### src/rtl/uart_avs_if.sv
// Avalon-MM slave bus bundle between the RSA wrapper master and the UART responder.
interface uart_avs_if;
    logic [4:0]  avs_address;
    logic        avs_read;
    logic        avs_write;
    logic [31:0] avs_writedata;
    logic [31:0] avs_readdata;
    logic        avs_waitrequest;

    modport master (
        output avs_address, avs_read, avs_write, avs_writedata,
        input  avs_readdata, avs_waitrequest
    );

    modport slave (
        input  avs_address, avs_read, avs_write, avs_writedata,
        output avs_readdata, avs_waitrequest
    );
endinterface

### src/rtl/uart_avs_responder.sv
// UART register block: RX data @0, TX data @4, STATUS @8, 8N1 serial line.
// Every bus access takes one request cycle plus one acknowledge cycle.
module uart_avs_responder #(
    parameter int CLKS_PER_BIT = 434
) (
    input  logic       avm_clk,
    input  logic       avm_rst_n,
    uart_avs_if.slave  avs,
    input  logic       uart_rxd,
    output logic       uart_txd
);
    localparam int CW = $clog2(CLKS_PER_BIT);
    localparam logic [CW-1:0] BAUD_LAST = CW'(CLKS_PER_BIT - 1);
    localparam logic [CW-1:0] BAUD_HALF = CW'(CLKS_PER_BIT / 2 - 1);

    typedef enum logic {BUS_IDLE, BUS_ACK}  bus_state_t;
    typedef enum logic {RX_HUNT, RX_FRAME}  rx_state_t;
    typedef enum logic {TX_IDLE, TX_SEND}   tx_state_t;

    bus_state_t bus_state, bus_next;
    rx_state_t  rx_state, rx_next;
    tx_state_t  tx_state, tx_next;

    // latched access
    logic [4:0]  acc_addr;
    logic        acc_rd, acc_wr;
    logic [7:0]  acc_data;
    logic [31:0] readdata;
    logic [31:0] rd_value;

    // register state
    logic       rrdy, roe, fe, tx_full;
    logic [7:0] rx_hold, tx_hold;
    logic [7:0] status;

    // rx path
    logic          rx_s1, rx_s2, rx_prev;
    logic [CW-1:0] rx_cnt;
    logic [3:0]    rx_bit;
    logic [7:0]    rx_shift;
    logic          rx_sample, rx_done, rx_ferr;

    // tx path
    logic [CW-1:0] tx_cnt;
    logic [3:0]    tx_bit;
    logic [9:0]    tx_frame;
    logic          tx_end, tx_load;

    logic ack, rx_clr, st_clr, tx_wr;
    logic unused_wdata;

    assign unused_wdata = ^avs.avs_writedata[31:8];

    assign status = {rrdy, ~tx_full, 2'b00, roe, fe, 2'b00};
    assign ack    = (bus_state == BUS_ACK);
    assign rx_clr = ack && acc_rd && (acc_addr == 5'd0);
    assign st_clr = ack && acc_wr && (acc_addr == 5'd8);
    assign tx_wr  = ack && acc_wr && (acc_addr == 5'd4) && !tx_full;

    assign avs.avs_waitrequest = !ack;
    assign avs.avs_readdata    = readdata;

    // Read mux sampled in the request cycle so data is valid during acknowledge.
    always_comb begin
        rd_value = 32'd0;
        case (avs.avs_address)
            5'd0:    rd_value = {24'd0, rx_hold};
            5'd8:    rd_value = {24'd0, status};
            default: rd_value = 32'd0;
        endcase
    end

    // Bus FSM state register.
    always_ff @(posedge avm_clk or negedge avm_rst_n) begin
        if (!avm_rst_n) bus_state <= BUS_IDLE;
        else            bus_state <= bus_next;
    end

    // Bus FSM: a request in IDLE always yields exactly one acknowledge cycle.
    always_comb begin
        bus_next = bus_state;
        case (bus_state)
            BUS_IDLE: if (avs.avs_read || avs.avs_write) bus_next = BUS_ACK;
            BUS_ACK:  bus_next = BUS_IDLE;
            default:  bus_next = BUS_IDLE;
        endcase
    end

    // Capture the access; a simultaneous read and write is taken as a read.
    always_ff @(posedge avm_clk or negedge avm_rst_n) begin
        if (!avm_rst_n) begin
            acc_addr <= 5'd0;
            acc_rd   <= 1'b0;
            acc_wr   <= 1'b0;
            acc_data <= 8'd0;
            readdata <= 32'd0;
        end else if (bus_state == BUS_IDLE && (avs.avs_read || avs.avs_write)) begin
            acc_addr <= avs.avs_address;
            acc_rd   <= avs.avs_read;
            acc_wr   <= avs.avs_write && !avs.avs_read;
            acc_data <= avs.avs_writedata[7:0];
            readdata <= avs.avs_read ? rd_value : 32'd0;
        end
    end

    // Two-flop synchronizer plus one delay for falling-edge detection.
    always_ff @(posedge avm_clk or negedge avm_rst_n) begin
        if (!avm_rst_n) begin
            rx_s1   <= 1'b1;
            rx_s2   <= 1'b1;
            rx_prev <= 1'b1;
        end else begin
            rx_s1   <= uart_rxd;
            rx_s2   <= rx_s1;
            rx_prev <= rx_s2;
        end
    end

    // Start bit is sampled half a bit in; later bits a full bit apart.
    assign rx_sample = (rx_bit == 4'd0) ? (rx_cnt == BAUD_HALF) : (rx_cnt == BAUD_LAST);

    // RX FSM state register.
    always_ff @(posedge avm_clk or negedge avm_rst_n) begin
        if (!avm_rst_n) rx_state <= RX_HUNT;
        else            rx_state <= rx_next;
    end

    // RX FSM: hunt for a falling edge, then walk start, 8 data and stop bits.
    always_comb begin
        rx_next = rx_state;
        rx_done = 1'b0;
        rx_ferr = 1'b0;
        case (rx_state)
            RX_HUNT: if (rx_prev && !rx_s2) rx_next = RX_FRAME;
            RX_FRAME: begin
                if (rx_sample) begin
                    if (rx_bit == 4'd0 && rx_s2) begin
                        rx_next = RX_HUNT;
                    end else if (rx_bit == 4'd9) begin
                        rx_next = RX_HUNT;
                        rx_done = rx_s2;
                        rx_ferr = !rx_s2;
                    end
                end
            end
            default: rx_next = RX_HUNT;
        endcase
    end

    // RX baud/bit counters and LSB-first shift register.
    always_ff @(posedge avm_clk or negedge avm_rst_n) begin
        if (!avm_rst_n) begin
            rx_cnt   <= '0;
            rx_bit   <= 4'd0;
            rx_shift <= 8'd0;
        end else if (rx_state == RX_HUNT) begin
            rx_cnt <= '0;
            rx_bit <= 4'd0;
        end else if (rx_sample) begin
            rx_cnt <= '0;
            rx_bit <= rx_bit + 4'd1;
            if (rx_bit != 4'd0 && rx_bit != 4'd9) rx_shift <= {rx_s2, rx_shift[7:1]};
        end else begin
            rx_cnt <= rx_cnt + 1'b1;
        end
    end

    // Holding registers and flags; line events take priority over bus clears.
    always_ff @(posedge avm_clk or negedge avm_rst_n) begin
        if (!avm_rst_n) begin
            rrdy    <= 1'b0;
            roe     <= 1'b0;
            fe      <= 1'b0;
            rx_hold <= 8'd0;
            tx_full <= 1'b0;
            tx_hold <= 8'd0;
        end else begin
            if (rx_done && (!rrdy || rx_clr)) begin
                rx_hold <= rx_shift;
                rrdy    <= 1'b1;
            end else if (rx_clr) begin
                rrdy <= 1'b0;
            end
            if (rx_done && rrdy && !rx_clr) roe <= 1'b1;
            else if (st_clr)                roe <= 1'b0;
            if (rx_ferr)     fe <= 1'b1;
            else if (st_clr) fe <= 1'b0;
            if (tx_wr) begin
                tx_hold <= acc_data;
                tx_full <= 1'b1;
            end else if (tx_load) begin
                tx_full <= 1'b0;
            end
        end
    end

    assign tx_end  = (tx_state == TX_SEND) && (tx_cnt == BAUD_LAST) && (tx_bit == 4'd9);
    assign tx_load = tx_full && ((tx_state == TX_IDLE) || tx_end);

    // TX FSM state register.
    always_ff @(posedge avm_clk or negedge avm_rst_n) begin
        if (!avm_rst_n) tx_state <= TX_IDLE;
        else            tx_state <= tx_next;
    end

    // TX FSM: a waiting byte follows the stop bit with no idle gap.
    always_comb begin
        tx_next = tx_state;
        case (tx_state)
            TX_IDLE: if (tx_full) tx_next = TX_SEND;
            TX_SEND: if (tx_end)  tx_next = tx_full ? TX_SEND : TX_IDLE;
            default: tx_next = TX_IDLE;
        endcase
    end

    // TX frame shifter; bit 0 drives the line and idles at 1.
    always_ff @(posedge avm_clk or negedge avm_rst_n) begin
        if (!avm_rst_n) begin
            tx_cnt   <= '0;
            tx_bit   <= 4'd0;
            tx_frame <= '1;
        end else if (tx_load) begin
            tx_cnt   <= '0;
            tx_bit   <= 4'd0;
            tx_frame <= {1'b1, tx_hold, 1'b0};
        end else if (tx_state == TX_SEND) begin
            if (tx_cnt == BAUD_LAST) begin
                tx_cnt   <= '0;
                tx_bit   <= tx_bit + 4'd1;
                tx_frame <= {1'b1, tx_frame[9:1]};
            end else begin
                tx_cnt <= tx_cnt + 1'b1;
            end
        end
    end

    assign uart_txd = tx_frame[0];
endmodule

### src/flat_wrapper.sv
// flat-port wrapper written by rule: the top's interface ports become plain ports
module uart_avs_responder_flat 
#(
    parameter int CLKS_PER_BIT = 434
)
  (avm_clk, avm_rst_n, uart_rxd, uart_txd, avs_avs_address, avs_avs_read, avs_avs_write, avs_avs_writedata, avs_avs_readdata, avs_avs_waitrequest);
  uart_avs_if avs_i ();
  input  logic avm_clk;
  input  logic avm_rst_n;
  input  logic uart_rxd;
  output logic uart_txd;
  input wire logic [$bits(avs_i.avs_address)-1:0] avs_avs_address;
  input wire logic [$bits(avs_i.avs_read)-1:0] avs_avs_read;
  input wire logic [$bits(avs_i.avs_write)-1:0] avs_avs_write;
  input wire logic [$bits(avs_i.avs_writedata)-1:0] avs_avs_writedata;
  output wire logic [$bits(avs_i.avs_readdata)-1:0] avs_avs_readdata;
  output wire logic [$bits(avs_i.avs_waitrequest)-1:0] avs_avs_waitrequest;
  assign avs_i.avs_address = avs_avs_address;
  assign avs_i.avs_read = avs_avs_read;
  assign avs_i.avs_write = avs_avs_write;
  assign avs_i.avs_writedata = avs_avs_writedata;
  assign avs_avs_readdata = avs_i.avs_readdata;
  assign avs_avs_waitrequest = avs_i.avs_waitrequest;
  uart_avs_responder #(.CLKS_PER_BIT(CLKS_PER_BIT)) u_core (.avm_clk(avm_clk), .avm_rst_n(avm_rst_n), .avs(avs_i), .uart_rxd(uart_rxd), .uart_txd(uart_txd));
endmodule
### config.mk
export PLATFORM = sky130hd
export DESIGN_NAME = uart_avs_responder_flat
export DESIGN_NICKNAME = d
export VERILOG_FILES = /design/src/rtl/uart_avs_if.sv /design/src/rtl/uart_avs_responder.sv /design/src/flat_wrapper.sv
export SDC_FILE = /design/constraint.sdc
export NUM_CORES = 1
export LEC_CHECK = 0
export ABC_AREA = 1
export CAP_MARGIN = 20
export CORE_MARGIN = 4
export CORE_UTILIZATION = 28
export CTS_CLUSTER_SIZE = 8
export DETAILED_ROUTE_END_ITERATION = 16
export SYNTH_ARGS = -nofsm -noshare
export SYNTH_HDL_FRONTEND = slang
export SYNTH_SLANG_ARGS = --single-unit
### constraint.sdc
create_clock -name avm_clk -period 1.55 [get_ports avm_clk]
set_clock_uncertainty 0.2 [all_clocks]
set_input_delay 0.31 -clock avm_clk [delete_from_list [all_inputs] [get_ports avm_clk]]
set_output_delay 0.31 -clock avm_clk [all_outputs]
set_load 0.005 [all_outputs]
==> implementation parameters <==
Parameter                              Value

Yosys
  Count of unique library cells instantiated by Yosys    40
  Number of flops mapped to enable cells by yosys    0
  Flip-flop cell with the highest count after synthesis    sky130_fd_sc_hd__dfrtp_1
  Synthesized cell area    4526 um^2
  Most frequent cells after synthesis    125 x sky130_fd_sc_hd__nand2_1, 80 x sky130_fd_sc_hd__dfrtp_1, 71 x sky130_fd_sc_hd__inv_1
  Number of storage elements in the synthesis netlist    between 90 and 100
  Async SR Flop Fraction    1.000
  Fraction of the yosys area taken by sequential cells    0.5120
  Most used standard cell by instance count after synthesis    sky130_fd_sc_hd__nand2_1
  Synthesized area divided by synthesized cell count    between 8 and 9 um^2
  Share of the synthesized area in the top cell type    0.4424
  Number of warnings issued by yosys    0
  Cell type contributing the most total cell area after synthesis    sky130_fd_sc_hd__dfrtp_1
  Cells taking the most area after synthesis    sky130_fd_sc_hd__dfrtp_1 44%, sky130_fd_sc_hd__nand2_1 10%, sky130_fd_sc_hd__dfstp_2 7.0%, sky130_fd_sc_hd__inv_1 5.9%, sky130_fd_sc_hd__buf_4 4.3%
  Gate count after technology mapping    517

Status
  Violations in the final reports    setup timing
  Status    finished with violations

Floorplan
  Die outline width    roughly 140 um
  I/O pin count    76
  Die Area    about 18000 um^2
  Num rows    46
  Initial Utilization    0.2849
  Height of the die    roughly 140 um
  Area of the core    approximately 16000 um^2

Job
  Max cap viols    0

Clock network
  Max Buffers Root-to-Sink    2
  CTS clock-pin slew for the worst setup and hold paths    ~0.06 ns
  CTS tree    done
  Source-to-sink clock delay at the later pin of the worst-skew pair    about 0.35 ns
  CTS root buf    sky130_fd_sc_hd__clkbuf_16
  Number of buffers created by CTS    9
  Number of H-tree levels    3
  Count of clock tree sinks    between 90 and 100

Timing
  Final setup vio count    55
  Maximum clock frequency    about 560 MHz
  Final hold viol count    0
  Setup ws final    -0.2245 ns
  Total negative setup slack    -8.011 ns
  Post-route clock period utilization    1.145
  Hold slack    approximately 0.16 ns
  Period minus WS final    between 1.5 and 2 ns
  Number of slew-limit violations in the final report    0
  RSZ-0062 raised after global routing    yes

Routing
  DRT antenna net count    0
  DRT Pass-1 Iters    4
  Vias    between 3000 and 4000
  DRC violation count after routing    0
  Wire length reported by the detailed router    9.930 mm
  Post-detailed-route via-to-cell ratio    between 4 and 5
  Number of design-rule violations left by the first detailed-router iteration    ~220
  Detailed-route wire length per cell    about 12 um

Power
  Total power after layout    around 8 mW
  Leakage power figure    between 2 and 3 nW
  Power Dens Cells    roughly 1300 nW/um^2
  Peak ir drop on the vdd network    between 800 and 900 uV

Cells and area
  Diodes inserted    0
  Total area of multi-input combinational cells    between 2000 and 2500 um^2
  Area growth, synth to finish    36.88%
  Sequential cell area    about 2300 um^2
  Nets    about 660
  Layout Utilization    0.3900
  Share of cells above drive strength 1    0.3295
  Fillers    approximately 1600
  Final standard cell count with taps included and fillers excluded    ~830

Global route
  Number of antenna violations at the first check in global routing    0
  Remaining global-route overflow    0
  First-pass GRT wire length    about 17 mm
  Number of global-route vias before repair    approximately 3600
  Pin count of the biggest net entering global routing    51
  Total Routing Usage GR    0.1138

Critical path
  Worst setup EP type    flop
  Worst EP required    roughly 1.6 ns
  Worst-case register-to-register setup slack    -0.22 ns
  Highest fanout seen on the critical path    8
  Type of the setup path with the least slack    flop to flop
  Critical Path AT    between 1.5 and 2 ns
  Worst Setup Start Kind    flop

Place
  Detailed placement HPWL    6.794 mm
  Routability cong.    approximately 0.78
  IO buf count    27
  Number of cells after detailed placement    801

Min path
  Worst hold path class    flop to flop
-- critical path: stages, from the launching register on --
cell and delay [ns]:
sky130_fd_sc_hd__dfrtp_1 0.39, sky130_fd_sc_hd__inv_2 0.08, sky130_fd_sc_hd__ha_4 0.14, sky130_fd_sc_hd__nand2_2 0.05, sky130_fd_sc_hd__nor2_2 0.09, sky130_fd_sc_hd__nand2_1 0.07, sky130_fd_sc_hd__nand2_2 0.09, sky130_fd_sc_hd__nand2_4 0.08
sky130_fd_sc_hd__nor2_8 0.19, sky130_fd_sc_hd__nand3_4 0.14, sky130_fd_sc_hd__nand2_1 0.10, sky130_fd_sc_hd__nand2_1 0.05, sky130_fd_sc_hd__inv_1 0.04
-- repair_timing --
action / 4_1_cts / 5_1_grt
setup buffers: 5 / 6
hold buffers: 1 / 0
cloned: 4 / 1
pin swaps: 27 / 25
setup endpoints to repair: 73 / 86
resized for setup: 65 / 69
endpoints found under the hold margin: 89 / 0
-- metal layers --
| metal | GRT usage | vias up | routed length (um) |
|---|---|---|---|
| met5 | 0 | - | 0 |
| met4 | 0.02520 | 0 | 68 |
| met3 | 0.03566 | 4 | 486 |
| met2 | 0.1994 | 56 | 5288 |
| met1 | 0.1374 | 1692 | 4086 |
| li1 | - | 1772 | - |
-- sequential cells by signal, summed over array words and instances, names as in the netlist, 4 cells and up --
| register | cells |
|---|---|
| u_core.tx_bit | 4 |
| u_core.tx_hold | 8 |
| u_core.avs.avs_readdata | 8 |
| u_core.rx_bit | 4 |
| u_core.acc_addr | 5 |
| u_core.rx_cnt | 9 |
| u_core.tx_cnt | 9 |
| u_core.rx_shift | 8 |
| u_core.acc_data | 8 |
| u_core.tx_frame | 9 |
| u_core.rx_hold | 8 |
-- layout by cell type (no fill, tap or decap), drive strengths merged --
cell,n
dfrtp,80
nor4,1
ha,8
xnor2,2
nor3,7
nand3,31
clkinvlp,4
nand3b,8
clkbuf,10
xor2,6
o211ai,4
clkinv,6
clkdlybuf4s50,16
nor2,38
dlygate4sd2,3
clkdlybuf4s15,5
dlygate4sd3,1
conb,24
inv,79
mux2i,1
buf,67
o21ai,45
and3,2
a21oi,8
nand2,135
a221oi,1
nand4,9
a31oi,1
o31ai,1
dfstp,12
o21a,1
-- final timing paths --
path | start | end | cells past startpoint
min in group asynchronous | avm_rst_n | u_core.tx_cnt[5]$_DFFE_PN0P_ | 3
min reg2reg | u_core.rx_s1$_DFF_PN1_ | u_core.rx_s2$_DFF_PN1_ | 0
max reg2reg | u_core.rx_bit[0]$_DFFE_PN0P_ | u_core.rx_hold[2]$_DFFE_PN0P_ | 12
max | u_core.rx_bit[0]$_DFFE_PN0P_ | u_core.rx_hold[2]$_DFFE_PN0P_ | 12
max in group asynchronous | avm_rst_n | u_core.rx_s2$_DFF_PN1_ | 3
min | u_core.rx_s1$_DFF_PN1_ | u_core.rx_s2$_DFF_PN1_ | 0
-- report_power, final --
part	internal, mW	total [mW]	switching (mW)
logic	1.34	2.85	1.51
clock network	1.09	2.05	0.959
registers	2.91	3.24	0.331
-- kinds of logic after synthesis --
family,Yosys count,synth area share
adder cells (fa/ha/maj),8,0.02212
AO/OA/AOI/OAI,61,0.07935
buffers and inverters,116,0.1261
flip-flops,92,0.5120
other,1,0.0008286
AND/OR/NAND/NOR,230,0.2419
multiplexers,1,0.002212
XOR/XNOR,8,0.01548
-- through the flow --
stage,setup slack [ns],cell area [um^2]
4_1_cts,-0.2228,5884
3_5_place_dp,-0.3187,5378
2_1_floorplan,-0.1485,4652
6_report,-0.2245,6195
5_1_grt,-0.3863,6195
3_3_place_gp,-0.2906,5378
-- cell type report --
class                           instances  share of cell area
Sequential cell                        92              0.3741
Timing Repair Buffer                   93              0.1501
Tap cell                              216             0.04363
Multi-Input combinational cell        333              0.3325
Inverter                               80             0.05130
Clock buffer                            9             0.03636
Timing Repair inverter                  2            0.003838
Clock inverter                          7            0.008281
Power figures use the tool's default switching activity.
